==> src/rtl/if_stage_pkg.sv <==
// Shared constants for the fetch stage.
// Instruction field layout and the NOP word.
package if_stage_pkg;

  localparam logic [31:0] NOP_WORD = 32'h0000_0000;
  localparam int RS_LSB = 21;
  localparam int RT_LSB = 16;
  localparam int OP_MSB = 31;
  localparam int OP_LSB = 26;

endpackage

==> src/rtl/if_stage_hazard_unit.sv <==
// Load-use and branch-after-load hazard detection.
// Purely combinational; register 0 never stalls.
module hazard_unit #(
  parameter int REG_DIR_WIDTH = 3
) (
  input  logic [REG_DIR_WIDTH-1:0] rs,
  input  logic [REG_DIR_WIDTH-1:0] rt,
  input  logic                     id_branch,
  input  logic                     idex_mem_read,
  input  logic [REG_DIR_WIDTH-1:0] idex_rt,
  input  logic                     exmem_mem_read,
  input  logic [REG_DIR_WIDTH-1:0] exmem_rt,
  output logic                     stall
);

  logic stall_lu;
  logic stall_br;

  assign stall_lu = idex_mem_read
                 && (idex_rt != '0)
                 && ((idex_rt == rs) || (idex_rt == rt));

  // Branch compare forwards only from EX, so a
  // load still in MEM must hold the branch.
  assign stall_br = id_branch
                 && exmem_mem_read
                 && (exmem_rt != '0)
                 && ((exmem_rt == rs) || (exmem_rt == rt));

  assign stall = stall_lu || stall_br;

endmodule

==> src/rtl/if_stage.sv <==
// Fetch stage: PC register, IF/ID register,
// hazard stall and branch redirect.
module if_stage
  import if_stage_pkg::*;
#(
  parameter int          PC_WIDTH      = 6,
  parameter int          REG_DIR_WIDTH = 3,
  parameter logic [31:0] NOP_WORD      = if_stage_pkg::NOP_WORD
) (
  input  logic                     clk,
  input  logic                     rst,
  input  logic                     IF_Flush,
  input  logic [PC_WIDTH-1:0]      ALUR,
  input  logic                     ID_Branch,
  input  logic                     IDEX_MemRead,
  input  logic [REG_DIR_WIDTH-1:0] IDEX_RegisterRt,
  input  logic                     EXMEM_MemRead,
  input  logic [REG_DIR_WIDTH-1:0] EXMEM_RegisterRt,
  input  logic [31:0]              imem_data,
  output logic [PC_WIDTH-1:0]      imem_addr,
  output logic [31:0]              Instruction,
  output logic [PC_WIDTH-1:0]      PCNext,
  output logic [REG_DIR_WIDTH-1:0] IFID_RegisterRs,
  output logic [REG_DIR_WIDTH-1:0] IFID_RegisterRt,
  output logic                     Stall,
  output logic                     Bubble
);

  logic [PC_WIDTH-1:0] pc;
  logic [PC_WIDTH-1:0] pc_inc;

  assign pc_inc = pc + PC_WIDTH'(1);
  assign imem_addr = pc;

  assign IFID_RegisterRs =
    Instruction[RS_LSB +: REG_DIR_WIDTH];
  assign IFID_RegisterRt =
    Instruction[RT_LSB +: REG_DIR_WIDTH];

  hazard_unit #(
    .REG_DIR_WIDTH(REG_DIR_WIDTH)
  ) u_hazard (
    .rs             (IFID_RegisterRs),
    .rt             (IFID_RegisterRt),
    .id_branch      (ID_Branch),
    .idex_mem_read  (IDEX_MemRead),
    .idex_rt        (IDEX_RegisterRt),
    .exmem_mem_read (EXMEM_MemRead),
    .exmem_rt       (EXMEM_RegisterRt),
    .stall          (Stall)
  );

  assign Bubble = Stall;

  // A stalled branch used stale operands, so
  // the stall must win over the flush.
  always_ff @(posedge clk or negedge rst) begin
    if (!rst) begin
      pc          <= '0;
      Instruction <= NOP_WORD;
      PCNext      <= '0;
    end else if (Stall) begin
      pc          <= pc;
      Instruction <= Instruction;
      PCNext      <= PCNext;
    end else if (IF_Flush) begin
      pc          <= ALUR;
      Instruction <= NOP_WORD;
      PCNext      <= '0;
    end else begin
      pc          <= pc_inc;
      Instruction <= imem_data;
      PCNext      <= pc_inc;
    end
  end

endmodule

==> config.mk <==
export PLATFORM = sky130hd
export DESIGN_NAME = if_stage
export DESIGN_NICKNAME = d
export VERILOG_FILES = /design/src/rtl/if_stage_pkg.sv /design/src/rtl/if_stage_hazard_unit.sv /design/src/rtl/if_stage.sv
export SDC_FILE = /design/constraint.sdc
export NUM_CORES = 1
export LEC_CHECK = 0
export BUFFER_PORTS_ARGS = -buffer_cell sky130_fd_sc_hd__buf_2
export CAP_MARGIN = 20
export CORE_ASPECT_RATIO = 1.5
export CORE_UTILIZATION = 48
export DETAILED_ROUTE_END_ITERATION = 16
export MAX_ROUTING_LAYER = met4
export PLACE_DENSITY = 0.8
export SYNTH_ARGS = -nofsm -noshare
export SYNTH_HDL_FRONTEND = slang
export SYNTH_SLANG_ARGS = --single-unit
==> constraint.sdc <==
create_clock -name clk -period 2.85 [get_ports clk]
set_clock_uncertainty 0.1 [all_clocks]
set_input_delay 0.57 -clock clk [delete_from_list [all_inputs] [get_ports clk]]
set_output_delay 0.57 -clock clk [all_outputs]
set_load 0.05 [all_outputs]
==> metrics.cfg, run 1 <==
[run_status]
status = finished, final reports clean

[clock_network]
clock-root-buffer = clkbuf_8
cts_tree = done
h-tree-depth = 2
clk_path_buf_depth = 2
cts.sinks = 44
postCtsSetupBuffers = 0
clk_latency_ns = 0.29
clk_pin_slew_ns = 0.08
hold_buffers = 0
ctsResizeCount = 0
numCtsBuffers = 5

[synth]
synth_top_family_by_area = multiplexers
synth_mux_area_share_pct = 22.6
synth_fp_nets = 247
synth.top_cell.area_share_pct = 44.3
syn_area_mm2 = 0.00248
ys_warn_count = 0
seq_area_frac_synth_pct = 44.3
ys_top_cells_by_count = dfrtp_1 (44), mux2_4 (33), nor2b_1 (33), xor2_1 (12)
synth_xor_area_share_pct = 5.64
syn_avg_cell_area_um2 = 12.7
synthSimpleGateAreaFrac_pct = 14.3
synth.most_common_cell = dfrtp_1
yosys.area_share.adder_pct = 0.504
synth-compound-area-share_pct = 5.64
yosysTopAreaCell = dfrtp_1
ys_types = 30
synth_ff_type = dfrtp_1
yosys-top-cells-area = dfrtp_1 (44%), mux2_4 (20%), nor2b_1 (8.3%)
ys_ff_latch = 44
synth_edf_count = 0
async_flop_share_pct = 100
netlist_instances = 196

[power]
pwr_density_cell_mw_per_mm2 = 749
p_total_mw = 2.29
leakagePower_nw = 1.65
ir_drop_mv = 0.370

[place]
dpl_cell_area_mm2 = 0.00296
pre_cts_ws_ns = 0.327
dp_hpwl_um = 3700
gp_congestion = 0.791
portBuffers = 101
dp.cells = 350

[sta]
max_freq_mhz = 389
layout_worst_path_cycle_share_pct = 90.2
max-slew-margin-rel_pct = 62.5
rsz0062_at_grt = false
tightest_slew_ns = 0.562
hold_viol = 0
finalCriticalPeriod_ns = 2.57
setup_viol_count_final = 0
final.setup.tns_ns = 0
slew_viol_final = 0
finalWorstSetupSlack_ns = 0.279
hold_slack_ns = 0.237

[worst_setup_path]
cp-start-kind = register
cp.arrival_ns = 1.90
cp_num_buf_inv = 2
rr_worst_depth = 6
cp_max_fo = 10
crit_type = reg2out
cp_top_family = simple AND/OR/NAND/NOR gates
worstSetupEndpointType = output pin
required_ns = 2.18
cpMaxStageDelayCell = dfrtp_1
slowest_delay_ns = 0.46
regToRegEndpoint = Instruction[10]
ff2ff_setup_slack_ns = 0.56
cp_cell_sequence = xor2_1 > nor3_2 > o21ai_4 > and2_4 > inv_2 > buf_2
regToRegStartpoint = Instruction[16]

[global_route]
grt-ovfl-total = 0
grt_max_degree = 45
grt_pass1_vias = 1741
grt_pass1_wl_um = 8280
antenna_found_initial = 0
grt.total_usage_pct = 20.6

[drt]
first_pass_iters = 4
vias_per_cell = 4.93
drtAntennaViolNets = 0
vias = 1759
drc_errors = 0
drtIter0Drc = 60
wl_per_cell_um = 14.4
routed_wl_um = 5130

[cells_and_area]
final_core_util_pct = 62.5
drive_gt1_share_pct = 52.6
design_area_mm2 = 0.00306
layout.nets = 342
layout.cells.non_filler = 357
diodes = 0
areaGrowthSynthToFinish_pct = 23.1

[flow_run]
cap_violations = 0

[floorplanning]
die_h_um = 90.1
start_util_pct = 50.8
dieWidth_um = 60.7
io_pins = 102
rows = 31
die_area_mm2 = 0.00547
coreArea_mm2 = 0.00489

[hold_path]
holdCritPathClass = in2async

-- routing by layer --
layer  wire length, um  GRT usage (%)  up-vias
met5                 0              -        -
met4                93           7.20        0
met3               238           3.88        6
met2              2750           33.7       56
met1              2050           24.6      845
li1                  -              -      852
-- worst reg2reg max path: stages (launching register included) --
cell and delay (ns):
dfrtp_1 0.46, xor2_1 0.21, nor3_2 0.08, o21ai_4 0.28
and2_4 0.30, buf_4 0.37, mux2_1 0.36
-- logic make-up (layout without fill, tap and decap cells) --
| logic type | count (synthesis) | in the layout |
|---|---|---|
| flops | 44 | 44 |
| mux | 39 | 39 |
| compound gates | 16 | 16 |
| fa+ha+maj | 1 | 1 |
| simple gates | 58 | 58 |
| xor+xnor | 16 | 16 |
| buf+inv | 22 | 117 |
-- report_power, final --
part,switching [mW],internal (mW)
logic,0.702,0.342
clock network,0.201,0.216
registers,0.0948,0.733
-- flip-flops by register name, indices dropped and copies added, names as in the netlist --
name / count
PCNext: 6
Instruction: 32
imem_addr: 6
-- cell usage in the layout, fill, tap and decap left out, drive strengths merged, types with 2 or more instances in the layout --
cell / Yosys / layout
o21ai: 2 / 2
a21oi: 4 / 4
nor2b: 33 / 33
mux2: 38 / 38
a41oi: 4 / 4
inv: 5 / 5
clkbuf: 5 / 7
buf: 12 / 105
nand3: 4 / 4
nor3: 9 / 9
o211ai: 3 / 3
xnor2: 4 / 4
xor2: 12 / 12
dfrtp: 44 / 44
nor2: 7 / 7
-- worst max-delay path by stage --
stage / cells past startpoint / slack (ns) / start / endpoint
2_1_floorplan: 8 / 0.08 / Instruction[16] / Stall
3_3_place_gp: 7 / 0.39 / IDEX_RegisterRt[0] / Instruction[7]
3_5_place_dp: 7 / 0.33 / IDEX_RegisterRt[2] / Instruction[10]
4_1_cts: 6 / 0.26 / Instruction[16] / Stall
5_1_grt: 6 / 0.15 / Instruction[16] / Stall
6_report: 6 / 0.28 / Instruction[16] / Stall
-- cell type report --
class | count | area [um^2]
multi-input cells | 130 | 1210
clock buffers | 7 | 96.3
fillers | 428 | 1830
repair buffers | 105 | 548
well taps | 66 | 82.6
flip-flops and latches | 44 | 1100
inverters | 5 | 18.8
No activity file was read; power rests on OpenSTA's default activity.
==> inputs of run 2 (changes only) <==
Settings changed: CORE_UTILIZATION 48 to 45, CTS_BUF_LIST set to sky130_fd_sc_hd__clkbuf_2 sky130_fd_sc_hd__clkbuf_4 sky130_fd_sc_hd__clkbuf_8, PLACE_DENSITY 0.8 to 0.75.
==> run 2 against run 1 <==
  * Sequential power hardly changed
  * Routed wire length is 1.1% lower
  * Worst hold slack improved by 0.093 ns
  * Core utilization fell by 4.7 points
  * Via count is 0.45% higher
  * Final area shrank 0.70%
  * Critical endpoint is now Bubble
  * Largest cell class unchanged
==> metrics.cfg, run 2 (synthesis gave the netlist of run 1 again) <==
[cells_and_area]
largest_reg_flops = 32
layout.nets = 341
design_area_mm2 = 0.00304
diodes = 0
drive_gt1_share_pct = 52.6
areaGrowthSynthToFinish_pct = 22.2
layout_common_cells = buf_2 (101), dfrtp_1 (44), nor2b_1 (33), mux2_4 (33), xor2_1 (12)
regMostFlops = Instruction
final_common_cell = buf_2

[floorplanning]
io_pins = 102
die_area_mm2 = 0.00583
coreArea_mm2 = 0.00525
start_util_pct = 47.4
rows = 32
dieWidth_um = 62.7
die_h_um = 93.0

[worst_setup_path]
worstSetupEndpointType = output pin
ff2ff_setup_slack_ns = 0.51
cp.arrival_ns = 1.92
regToRegEndpoint = Instruction[8]
crit_type = reg2out
cp-start-kind = register
rr_worst_depth = 6
cp_max_fo = 12
regToRegStartpoint = Instruction[21]
required_ns = 2.18

[power]
pwr_density_cell_mw_per_mm2 = 748
leakagePower_nw = 1.65
ir_drop_mv = 0.322

[clock_network]
h-tree-depth = 2
clk_pin_slew_ns = 0.08
postCtsSetupBuffers = 0
ctsResizeCount = 0
clk_path_buf_depth = 2
cts_tree = done
clk_latency_ns = 0.29
cts.sinks = 44
numCtsBuffers = 5
hold_buffers = 0
clock-root-buffer = clkbuf_8

[place]
pre_cts_ws_ns = 0.284
gp_congestion = 0.812
portBuffers = 101
dp_hpwl_um = 3580
dpl_cell_area_mm2 = 0.00294

[drt]
drc_errors = 0
first_pass_iters = 4
vias_per_cell = 4.92
vias = 1767
routed_wl_um = 5070
wl_per_cell_um = 14.1
drtIter0Drc = 39
drtAntennaViolNets = 0

[global_route]
grt_pass1_vias = 1797
grt_max_degree = 52
grt.total_usage_pct = 18.9
grt_pass1_wl_um = 8400
grt-ovfl-total = 0
antenna_found_initial = 0

[sta]
tightest_slew_ns = 0.987
final.setup.tns_ns = 0
slew_viol_final = 0
finalWorstSetupSlack_ns = 0.258
finalCriticalPeriod_ns = 2.59
hold_viol = 0
layout_worst_path_cycle_share_pct = 90.9
rsz0062_at_grt = false
max-slew-margin-rel_pct = 34.2
setup_viol_count_final = 0
max_freq_mhz = 386

[run_status]
status = finished, final reports clean

[flow_run]
cap_violations = 0

[hold_path]
holdCritPathClass = in2async

run 2: area by class of cell:
cell class / instances / area, um^2
Clock buffer: 6 / 82.6
Clock inverter: 2 / 10.0
Fill cell: 458 / 2210
Inverter: 5 / 18.8
Multi-Input combinational cell: 130 / 1210
Sequential cell: 44 / 1100
Tap cell: 68 / 85.1
Timing Repair Buffer: 104 / 528
run 2: worst max-delay path, cell delays in order, from the launching register on:
cell and delay [ns]:
dfrtp_1 0.46, xor2_1 0.20, nor3_2 0.26, o21ai_4 0.13
and2_4 0.25, inv_2 0.06, buf_2 0.25
run 2: per-stage QoR:
stage          cells  utilization [%]  hold slack [ns]  power, mW
2_1_floorplan    196                -            0.174       1.69
3_3_place_gp     351             56.1            0.368       1.87
3_5_place_dp     351             56.1            0.372       1.88
4_1_cts          359             57.9            0.364       2.29
5_1_grt          359             57.9            0.400       2.39
6_report         359             57.9            0.331       2.27
run 2: power breakdown:
| part | internal, mW | switching [mW] | leakage (nW) | total, mW |
|---|---|---|---|---|
| logic | 0.339 | 0.698 | 1.03 | 1.04 |
| clock network | 0.194 | 0.213 | 0.0510 | 0.407 |
| registers | 0.733 | 0.0944 | 0.561 | 0.828 |
run 2: metal layers:
layer / wire length (um) / vias to the layer above / global-route usage (%)
met2: 2710 / 47 / 31.9
met3: 188 / 9 / 3.41
li1: - / 855 / -
met4: 90 / 0 / 7.95
met1: 2080 / 856 / 22.1
met5: 0 / - / -
run 2: worst max-delay path by stage:
| stage | from | end | slack (ns) | cells past startpoint |
|---|---|---|---|---|
| finish | Instruction[21] | Bubble | 0.26 | 6 |
| CTS | Instruction[21] | Bubble | 0.24 | 6 |
| floorplan | Instruction[16] | Stall | 0.08 | 8 |
| detailed placement | IDEX_RegisterRt[0] | Instruction[8] | 0.28 | 7 |
| global route | Instruction[21] | Stall | 0.12 | 6 |
| global placement | EXMEM_RegisterRt[1] | Instruction[10] | 0.34 | 7 |
==> inputs of run 3 (changes only) <==
Settings changed: PLACE_DENSITY 0.75 to 0.78, SYNTH_HIERARCHICAL set to 1.
==> run 3 against run 2 <==
  * Worst hold slack better by 0.0033 ns
  * Via count is 2.7% higher
  * Clock-buffer cell count is 2 higher
  * Highest routed layer unchanged
  * Core utilization is 2.4 points higher
  * Die area is 13% lower
  * Maximum frequency is 8.0% higher
  * Sequential share of layout area is 4.0 points higher
  * Critical path depth is 1 lower
==> metrics.cfg, run 3 <==
[run_status]
status = finished, final reports clean

[power]
p_comb_share_pct = 42.6
pwr-share-seq_pct = 38.5
ir_drop_mv = 0.458
pwr_density_cell_mw_per_mm2 = 790
sw_frac_of_total_pct = 45.0
leakagePower_nw = 1.37
power.internal_mw = 1.19
p_switching_mw = 0.972
clock_power_share_pct = 19.0

[synth]
netlist_instances = 223
synth_ff_type = dfrtp_1
synth_edf_count = 0
async_flop_share_pct = 100
ys_top_cells_by_count = dfrtp_1 (44), o21ai_0 (36), nand2_1 (35), nand2b_1 (32), xnor2_1 (9)
synth.top_cell.area_share_pct = 51.3
synth.most_common_cell = dfrtp_1
ys_ff_latch = 44
syn_avg_cell_area_um2 = 9.62
syn_area_mm2 = 0.00215
seq_area_frac_synth_pct = 51.3
synth_fp_nets = 274
yosysTopAreaCell = dfrtp_1
ys_warn_count = 6
ys_types = 33
yosys-top-cells-area = dfrtp_1 (51%), nand2b_1 (9.3%), o21ai_0 (8.4%)

[sta]
setup_viol_count_final = 0
hold_viol = 0
hold_slack_ns = 0.334
max-slew-margin-rel_pct = 36.7
slew_viol_final = 0
final.setup.tns_ns = 0
tightest_slew_ns = 0.949
layout_worst_path_cycle_share_pct = 84.2
rsz0062_at_grt = false
max_freq_mhz = 417
finalCriticalPeriod_ns = 2.40

[cells_and_area]
final_common_cell = buf_2
layout.nets = 363
largest_reg_flops = 32
diodes = 0
fill_cells = 419
regMostFlops = Instruction
drive_gt1_share_pct = 36.4
layout_common_cells = buf_2 (101), dfrtp_1 (44), o21ai_0 (36)
areaGrowthSynthToFinish_pct = 27.5

[worst_setup_path]
cp_max_fo = 5
cp-start-kind = register
cp-endpoint = Bubble
crit_type = reg2out
worstSetupEndpointType = output pin
regToRegStartpoint = Instruction[21]
required_ns = 2.18
cp.arrival_ns = 1.73
ff2ff_setup_slack_ns = 0.61
rr_worst_depth = 8
cp-startpoint = Instruction[21]
regToRegEndpoint = PCNext[5]

[global_route]
grt_pass1_vias = 1746
grt_max_degree = 57
grt.total_usage_pct = 19.8
grt_pass1_wl_um = 7420
antenna_found_initial = 0
grt-ovfl-total = 0

[drt]
vias_per_cell = 4.81
drc_errors = 0
drtAntennaViolNets = 0
first_pass_iters = 4
routed_wl_um = 4630
drtIter0Drc = 66
wl_per_cell_um = 12.3
vias = 1815

[clock_network]
clk_latency_ns = 0.28
ctsResizeCount = 0
clk_path_buf_depth = 2
hold_buffers = 0
cts_tree = done
cts.sinks = 44
postCtsSetupBuffers = 0
numCtsBuffers = 5
clock-root-buffer = clkbuf_8
clk_pin_slew_ns = 0.08
h-tree-depth = 2

[floorplanning]
start_util_pct = 47.2
io_pins = 102
rows = 30
dieWidth_um = 58.4
die_h_um = 86.6
coreArea_mm2 = 0.00454
die_area_mm2 = 0.00505

[flow_run]
cap_violations = 0

[place]
dp_hpwl_um = 3350
portBuffers = 101
gp_congestion = 0.776

[hold_path]
holdCritPathClass = in2async

## run 3: cell count changes in the layout (fill, tap and decap cells not counted), sizes merged, moves of 4 or more
cell	delta
a41oi	-4
mux2	-37
nand2	+35
nand2b	+32
nor2b	-30
nor3	-6
o21ai	+34
xnor2	+5
xor2	-6
## run 3: routing by layer
layer | global-route usage (%) | part of all wire (%) | wire [um]
met1 | 20.9 | 40 | 1840
met2 | 36.3 | 54 | 2490
met3 | 3.43 | 5.0 | 233
met4 | 7.14 | 1.4 | 63
met5 | - | 0 | 0
## run 3: metrics by stage
stage / std cells / power (mW) / setup slack [ns] / utilization (%) / cell area (um^2)
after floorplan: 223 / 1.56 / 0.169 / - / 2150
after global routing: 377 / 2.28 / 0.395 / 60.2 / 2740
final: 377 / 2.16 / 0.451 / 60.2 / 2740
after CTS: 377 / 2.19 / 0.441 / 60.2 / 2740
after global placement: 369 / 1.76 / 0.408 / 58.1 / 2640
after detailed placement: 369 / 1.77 / 0.352 / 58.1 / 2640
## run 3: worst min path at each step
stage	cells after the start	end	start	slack [ns]
after floorplan	0	Instruction[0]	rst	0.17
after global placement	2	Instruction[20]	Instruction[20]	0.36
after detailed placement	2	Instruction[31]	Instruction[31]	0.37
after CTS	1	PCNext[1]	rst	0.37
after global routing	2	Instruction[29]	imem_data[29]	0.39
final	1	Instruction[9]	rst	0.33
## run 3: layout make-up
class	instances	area [um^2]	share of cell area, %
multi-input cells	156	930	34.0
flip-flops and latches	44	1100	40.2
repair buffers	103	520	19.0
clock buffers	8	97.6	3.57
inverters	2	7.51	0.274
well taps	64	80.1	2.93
## run 3: cell families (layout without fill, tap and decap cells)
kind of cell | count (synthesis) | in the layout | synth area share, %
AOI/OAI and AO/OA | 55 | 55 | 15.0
xor gates and xnor gates | 15 | 15 | 6.12
adders and majority gates | 1 | 1 | 0.583
buffers and inverters | 23 | 113 | 6.01
DFF | 44 | 44 | 51.3
muxes | 3 | 3 | 1.46
and+or+nand+nor | 82 | 82 | 19.5
## run 3: power by group through the flow
stage	registers [mW]	clock network, mW	logic [mW]
finish	0.831	0.410	0.920
global route	0.851	0.450	0.981
global placement	0.842	0	0.917
detailed placement	0.845	0	0.928
CTS	0.834	0.423	0.929
floorplan	1.23	0	0.327
## run 3: worst max-delay path, cell delays in order (launching register included)
cell     delay [ns]
dfrtp_1        0.44
xor2_1         0.16
nor3_1         0.21
a31oi_1        0.11
o22ai_4        0.23
buf_2          0.30
